File: config.mk
export PLATFORM = sky130hd
export DESIGN_NAME = hmmm_core
export DESIGN_NICKNAME = d
export VERILOG_FILES = /design/src/rtl/hmmm_core.sv
export SDC_FILE = /design/constraint.sdc
export NUM_CORES = 1
export LEC_CHECK = 0
export CAP_MARGIN = 10
export CORE_MARGIN = 2
export CORE_UTILIZATION = 62
export CTS_CLUSTER_DIAMETER = 80
export CTS_CLUSTER_SIZE = 8
export DETAILED_ROUTE_END_ITERATION = 16
export PLACE_DENSITY = 0.8
export SYNTH_ARGS = -nofsm -noshare
export SYNTH_HDL_FRONTEND = slang
export SYNTH_SLANG_ARGS = --single-unit
File: constraint.sdc
create_clock -name clk -period 10.8 [get_ports clk]
set_clock_uncertainty 0.15 [all_clocks]
set_input_delay 1.08 -clock clk [delete_from_list [all_inputs] [get_ports clk]]
set_output_delay 1.08 -clock clk [all_outputs]
set_load 0.03 [all_outputs]
File: src/rtl/hmmm_core.sv
// rtl/hmmm_core.sv - multi-cycle HMMM core: FETCH/EXEC/MEM/HALT over one shared memory port
module hmmm_core #(
    parameter int DW = 16,
    parameter int AW = 8
) (
    input  logic          clk,
    input  logic          reset,
    output logic          mem_req,
    output logic          mem_we,
    output logic [AW-1:0] mem_adr,
    output logic [DW-1:0] mem_wdata,
    input  logic [DW-1:0] mem_rdata,
    input  logic          mem_ready,
    output logic          halted,
    output logic [AW-1:0] pc
);

    typedef enum logic [1:0] {FETCH, EXEC, MEM, HALT} state_t;

    state_t        state, state_nx;
    logic [15:0]   ir;
    logic [DW-1:0] regs [16];
    logic [AW-1:0] pc_q, pc_nx;
    logic          ir_ld;
    logic          rf_we;
    logic [DW-1:0] rf_wd;

    logic [3:0]    op, rx, ry, rz;
    logic [7:0]    imm8;
    logic [DW-1:0] vx, vy, vz, simm;
    logic [AW-1:0] imm_adr;
    logic          req_c, we_c;

    assign op      = ir[15:12];
    assign rx      = ir[11:8];
    assign ry      = ir[7:4];
    assign rz      = ir[3:0];
    assign imm8    = ir[7:0];
    // r0 is never written and resets to zero, so a plain read returns 0
    assign vx      = regs[rx];
    assign vy      = regs[ry];
    assign vz      = regs[rz];
    assign simm    = {{(DW-8){imm8[7]}}, imm8};
    assign imm_adr = AW'(imm8);

    always_comb begin
        state_nx = state;
        pc_nx    = pc_q;
        ir_ld    = 1'b0;
        rf_we    = 1'b0;
        rf_wd    = '0;
        req_c    = 1'b0;
        we_c     = 1'b0;
        mem_adr  = pc_q;
        case (state)
            FETCH: begin
                req_c = 1'b1;
                if (mem_ready) begin
                    ir_ld    = 1'b1;
                    pc_nx    = pc_q + AW'(1);
                    state_nx = EXEC;
                end
            end
            EXEC: begin
                state_nx = FETCH;
                case (op)
                    4'h0: state_nx = HALT;
                    4'h1: begin rf_we = 1'b1; rf_wd = simm;      end
                    4'h2: begin rf_we = 1'b1; rf_wd = vx + simm; end
                    4'h3: begin rf_we = 1'b1; rf_wd = vy;        end
                    4'h4: begin rf_we = 1'b1; rf_wd = vy + vz;   end
                    4'h5: begin rf_we = 1'b1; rf_wd = vy - vz;   end
                    4'h6, 4'h7, 4'h8, 4'h9: state_nx = MEM;
                    4'hA: pc_nx = imm_adr;
                    4'hB: if (vx == '0) pc_nx = imm_adr;
                    4'hC: if (vx != '0) pc_nx = imm_adr;
                    4'hD: if (!vx[DW-1] && vx != '0) pc_nx = imm_adr;
                    4'hE: if (vx[DW-1]) pc_nx = imm_adr;
                    default: pc_nx = vx[AW-1:0];
                endcase
            end
            MEM: begin
                // op[3] selects register-indirect (8/9) vs immediate (6/7); op[0] marks stores
                req_c   = 1'b1;
                we_c    = op[0];
                mem_adr = op[3] ? vy[AW-1:0] : imm_adr;
                if (mem_ready) begin
                    state_nx = FETCH;
                    if (!op[0]) begin
                        rf_we = 1'b1;
                        rf_wd = mem_rdata;
                    end
                end
            end
            default: state_nx = HALT;
        endcase
    end

    // reset drops the request combinationally so a pending transaction is abandoned at once
    assign mem_req   = req_c & ~reset;
    assign mem_we    = we_c & ~reset;
    assign mem_wdata = vx;
    assign halted    = (state == HALT);
    assign pc        = pc_q;

    always_ff @(posedge clk or posedge reset) begin
        if (reset) begin
            state <= FETCH;
            pc_q  <= '0;
            ir    <= '0;
            for (int i = 0; i < 16; i++) regs[i] <= '0;
        end else begin
            state <= state_nx;
            pc_q  <= pc_nx;
            if (ir_ld) ir <= mem_rdata[15:0];
            if (rf_we && rx != 4'd0) regs[rx] <= rf_wd;
        end
    end

endmodule

# Word-level counts from Yosys, hierarchy flattened

Cells that the tools add are included.

Register bits after elaboration: 282
Input port bits: 19
Word-level logic and storage cells: 110
Output and inout bits: 35

$add $sub $neg: 4
Magnitude comparators: 4
Reduce and logical (&&, ||, !) cells: 16
Eq/ne operators: 24
Bitwise gates (word level): 6
Muxes and demuxes: 37

Operator list:

| kind                  | count |
|---|---|
| $bwmux W256           | 1 |
| $bmux W16 S4          | 3 |
| $mux W16              | 9 |
| $pmux W16 S5          | 1 |
| $demux W16 S4         | 1 |
| $mux W8               | 7 |
| $pmux W8 S6           | 1 |
| $add A16 B16 Y16      | 2 |
| $pmux W16 S2          | 1 |
| $eq A4 B4 Y1 const B  | 7 |
| $eq A4 B3 Y1 const B  | 4 |
| $logic_not A16 Y1     | 1 |
| $pmux W8 S2           | 1 |
| $reduce_bool A16 Y1   | 1 |
| $sub A16 B16 Y16      | 1 |
| $ge A5 B5 Y1 const B  | 3 |
| $not A4 Y5            | 3 |
| $ne A3 B3 Y1 const B  | 4 |
| $reduce_or A10 Y1     | 1 |
| $add A8 B1 Y8 const B | 1 |
| $eq A4 B2 Y1 const B  | 2 |
| $mux W1               | 7 |
| $reduce_and A7 Y1     | 1 |
| $ne A2 B2 Y1 const B  | 3 |
| other kinds (20)      | 25 |

# Depth between registers and ports, before layout

Depth after elaboration: 9
Depth in mapped cells: 24
Gate-level depth less buffers: 19

# Worst setup path after synthesis

OpenSTA, ideal clock, no wires.

Path type: input to output
From: in reset
To: out mem_we
Slack: 1.806 ns
Stages on the path: 2
Data required time: 9.570 ns
Path buffers: 0
Arrival: 7.764 ns
Cell sequence: inv_1 and3_1

Cells in the longest elaborated chain, start to end: 2

Ends and longest elaborated chain:

| what               | RTL line | RTL |
|---|---|---|
| start: declaration | 7        | `input logic reset,` |
| $not A1 Y1         | 101      | `assign mem_we = we_c & ~reset;` |
| $and A1 B1 Y1      | 101      |  |
| end: declaration   | 9        | `output logic mem_we,` |

Every way passes these cells.

# Final worst setup path

From: reg ir[0]
To: reg regs[55] (netlist bit)

Cells in the longest elaborated chain, start to end: 8
Elaborated cells between the ends (all ways): 10
Classes of those cells: 3 x add/sub; 6 x mux; 1 x bitwise

Ends and longest elaborated chain:

| what                                                        | RTL line | RTL |
|---|---|---|
| start: declaration                                          | 21       | `logic [15:0] ir;` |
| start signal: assignment                                    | 115      | `if (ir_ld) ir <= mem_rdata[15:0];` |
| $not A4 Y5 (implied by the code)                            | 42       | `assign vz = regs[rz];` |
| $bmux W16 S4                                                | 42       |  |
| $mux W16 (implied by the code) (2 in a row)                 | 42       |  |
| $sub A16 B16 Y16 / $add A16 B16 Y16 (equally long branches) | 72, 71   |  |
| $pmux W16 S5 *                                              | 66       | `case (op)` |
| $pmux W16 S2 *                                              | 55       | `case (state)` |
| $bwmux W256 *                                               | 116      | `if (rf_we && rx != 4'd0) regs[rx] <= rf_wd;` |
| end signal: indexed assignment                              | 116      |  |
| end: declaration                                            | 22       | `logic [DW-1:0] regs [16];` |

Every way passes the cells marked *; elsewhere a longest branch is shown, timed or not. The select of a mux whose other input is x is not followed.
A chain may end at the register's enable or synchronous reset.

==> flow_metrics.tcl <==
set metrics [dict create \
    status "completed" \
    vias 15300 \
    hp-class "reg2reg" \
    synth.cell_area_sq_um 19000 \
    post-route-period-util_pct 65.7 \
    n_fill_cell 2095 \
    cts_buffer_depth 3 \
    worstSetupPathType "reg2reg" \
    ys_ff_latch 282 \
    critical-path-top-cell-by-count "a22oi_1" \
    initial_core_util_pct 62.6 \
    drc 0 \
    slew_headroom_pct 14.7 \
    grt_setup_unrepaired "false" \
    synth.distinct_cells 73 \
    setup_tns_ps 0 \
    fp.dieW_microns 179 \
    yosysSeqAreaShare_pct 37.2 \
    setup_slack_ps 3710 \
    critPathMaxStageDelay_ps 980 \
    synth.avg_cell_area_sq_um 11.3 \
    h-tree-depth 2 \
    yosysWarnings 0 \
    layout_common_cells "276 x dfrtp_1, 271 x nand2_1, 217 x mux4_2, 177 x o21ai_0" \
    final_common_cell "dfrtp_1" \
    core.rowCount 64 \
    leakagePower_nw 8.62 \
    postCtsSetupBuffers 0 \
    end_kind "flop" \
    utilization_pct 68.1 \
    cp_max_fo 41 \
    grt_pass1_vias 15100 \
    clockRootBuffer "clkbuf_16" \
    ir_worst_vdd_mv 0.239 \
    wirelength_mm 59.3 \
    critPathArrivalTime_ps 7290 \
    synth_fp_nets 1742 \
    dp_slack_ps 3940 \
    first_iter_violations 2077 \
    die_h_microns 179 \
    grt_use_total_pct 38.3 \
    power.total_mw 5.57 \
    synth_edf_count 0 \
    die_area_sq_um 32000 \
    pin_count 54 \
    slowest_stage "a22oi_1" \
    postCtsResizedCells 0 \
    core_sq_um 30300 \
    grt_pass1_wl_mm 90.3 \
    antenna_cells 0 \
    antenna_found_initial 1 \
    syn_to_final_growth_pct 8.81 \
    worst_slew_pin_slew_ps 1280 \
    ant_nets 0 \
    clk_latency_ps 540 \
    viasPerCell 7.41 \
    setup_violations 0 \
    numPortBuffers 53 \
    place.gp.congestion 0.936 \
    ys_async_sr_fraction_pct 100 \
    nets 1714 \
    clk_pin_slew_ps 50 \
    required_ps 11000 \
    slew_violations 0 \
    timing.final.crit_period_ps 7090 \
    hold_violations 0 \
    whs_ps 263 \
    start_kind "flop" \
    power_density_nw_per_um2 270 \
    grt_overflow 0 \
    avgRoutedWirePerCell_microns 28.8 \
    layout-drive-gt1-share_pct 22.9 \
    grt_start_max_net_pins 156 \
    cts_sinks 282 \
    first_pass_iters 7 \
    numCtsBuffers 41 \
    max_cap_viol_count 0 \
    syn_inst 1685 \
    hold_buffers 0 \
    cts_tree "built" \
    fmax_mhz 141 \
    path_cells "buf_4, mux4_2, a22oi_1, nand2_1, nor3_1, nor2_1, xnor2_1, ha_1, a21boi_1, o41ai_1, nor2b_1, xor2_1, o221ai_1, a22oi_1, o21ai_0" \
    dpl.hpwl_mm 38.0 \
    ys.flop_type "dfrtp_1" \
]
[through the flow]
| step | instances | cell area (sq um) |
|---|---|---|
| after global placement | 2010 | 19600 |
| final | 2058 | 20700 |
| after CTS | 2058 | 20700 |
| after detailed placement | 2010 | 19600 |
| after floorplan | 1685 | 19000 |
| after global routing | 2058 | 20700 |
[critical path: cells and delay by family, from the launching register on]
kind / cells / cell delay [ps]
fa+ha+maj: 1 / 330
mux: 1 / 610
buf+inv: 1 / 730
flops: 1 / 920
compound gates: 6 / 2390
simple gates: 4 / 1310
xor+xnor: 2 / 360
[synth_stat cells, types with 10 or more instances]
| library cell | n | area, sq um |
|---|---|---|
| a21o_1 | 15 | 113 |
| a21oi_1 | 70 | 350 |
| a221oi_1 | 18 | 158 |
| a22oi_1 | 16 | 120 |
| buf_1 | 12 | 45.0 |
| buf_2 | 16 | 80.1 |
| clkbuf_1 | 105 | 394 |
| dfrtp_1 | 282 | 7060 |
| ha_1 | 36 | 450 |
| inv_1 | 22 | 82.6 |
| mux2_2 | 63 | 709 |
| mux2i_1 | 34 | 340 |
| mux4_2 | 217 | 4890 |
| nand2_1 | 271 | 1020 |
| nand2b_1 | 12 | 75.1 |
| nand3_1 | 20 | 100 |
| nor2_1 | 70 | 263 |
| nor2b_1 | 13 | 81.3 |
| nor3_1 | 12 | 60.1 |
| o21ai_0 | 177 | 886 |
| o21ai_1 | 10 | 50.1 |
| xnor2_1 | 19 | 166 |
| xor2_1 | 16 | 140 |
[sequential cells by signal, summed over array words and instances (netlist names)]
| signal | flops |
|---|---|
| ir | 16 |
| pc | 8 |
| regs | 256 |
| state | 2 |
[cell type report]
cell class                      instances  area, sq um  area share [%]
Sequential cell                       282         7070            34.2
Clock inverter                          3         47.5           0.230
Clock buffer                           45         1060            5.14
Timing Repair Buffer                   79          738            3.57
Multi-Input combinational cell       1230        11200            54.0
Inverter                               23         93.8           0.454
Tap cell                              396          495            2.40
[where the power goes]
part,internal (mW),leakage (nW),switching (mW)
Clock,0.689,0.541,0.468
Sequential,1.21,3.85,0.354
Combinational,1.19,4.23,1.67
Total,3.08,8.62,2.49
[logic make-up (layout without fill, tap and decap cells)]
| family | count (synthesis) | count (layout) | share of synthesized area (%) |
|---|---|---|---|
| AOI/OAI and AO/OA | 387 | 387 | 12.3 |
| adders and majority gates | 38 | 38 | 2.58 |
| muxes | 319 | 319 | 31.9 |
| and+or+nand+nor | 451 | 451 | 10.3 |
| DFF | 282 | 282 | 37.2 |
| buffers and inverters | 173 | 150 | 4.15 |
| xor gates and xnor gates | 35 | 35 | 1.61 |
[path summary, 6_finish.rpt]
| check | to | start | depth (start not counted) | slack (ps) |
|---|---|---|---|---|
| worst min register to register | regs[249] | regs[249] | 0 | 260 |
| worst max register to register | regs[55] | ir[0] | 15 | 3710 |
| worst max-delay path | regs[55] | ir[0] | 15 | 3710 |
| worst min-delay path | regs[249] | regs[249] | 0 | 260 |
| max in group asynchronous | regs[157] | reset | 3 | 8100 |
| min in group asynchronous | pc[1] | reset | 2 | 1010 |
[metal layers]
metal / vias to the layer above / share of wire [%] / global-route usage (%)
li1: 6312 / - / -
met1: 7508 / 36 / 51.4
met2: 1186 / 45 / 56.8
met3: 252 / 13 / 11.0
met4: 0 / 6.2 / 20.8
met5: - / 0 / 0
(Power assumes the default switching activity.)
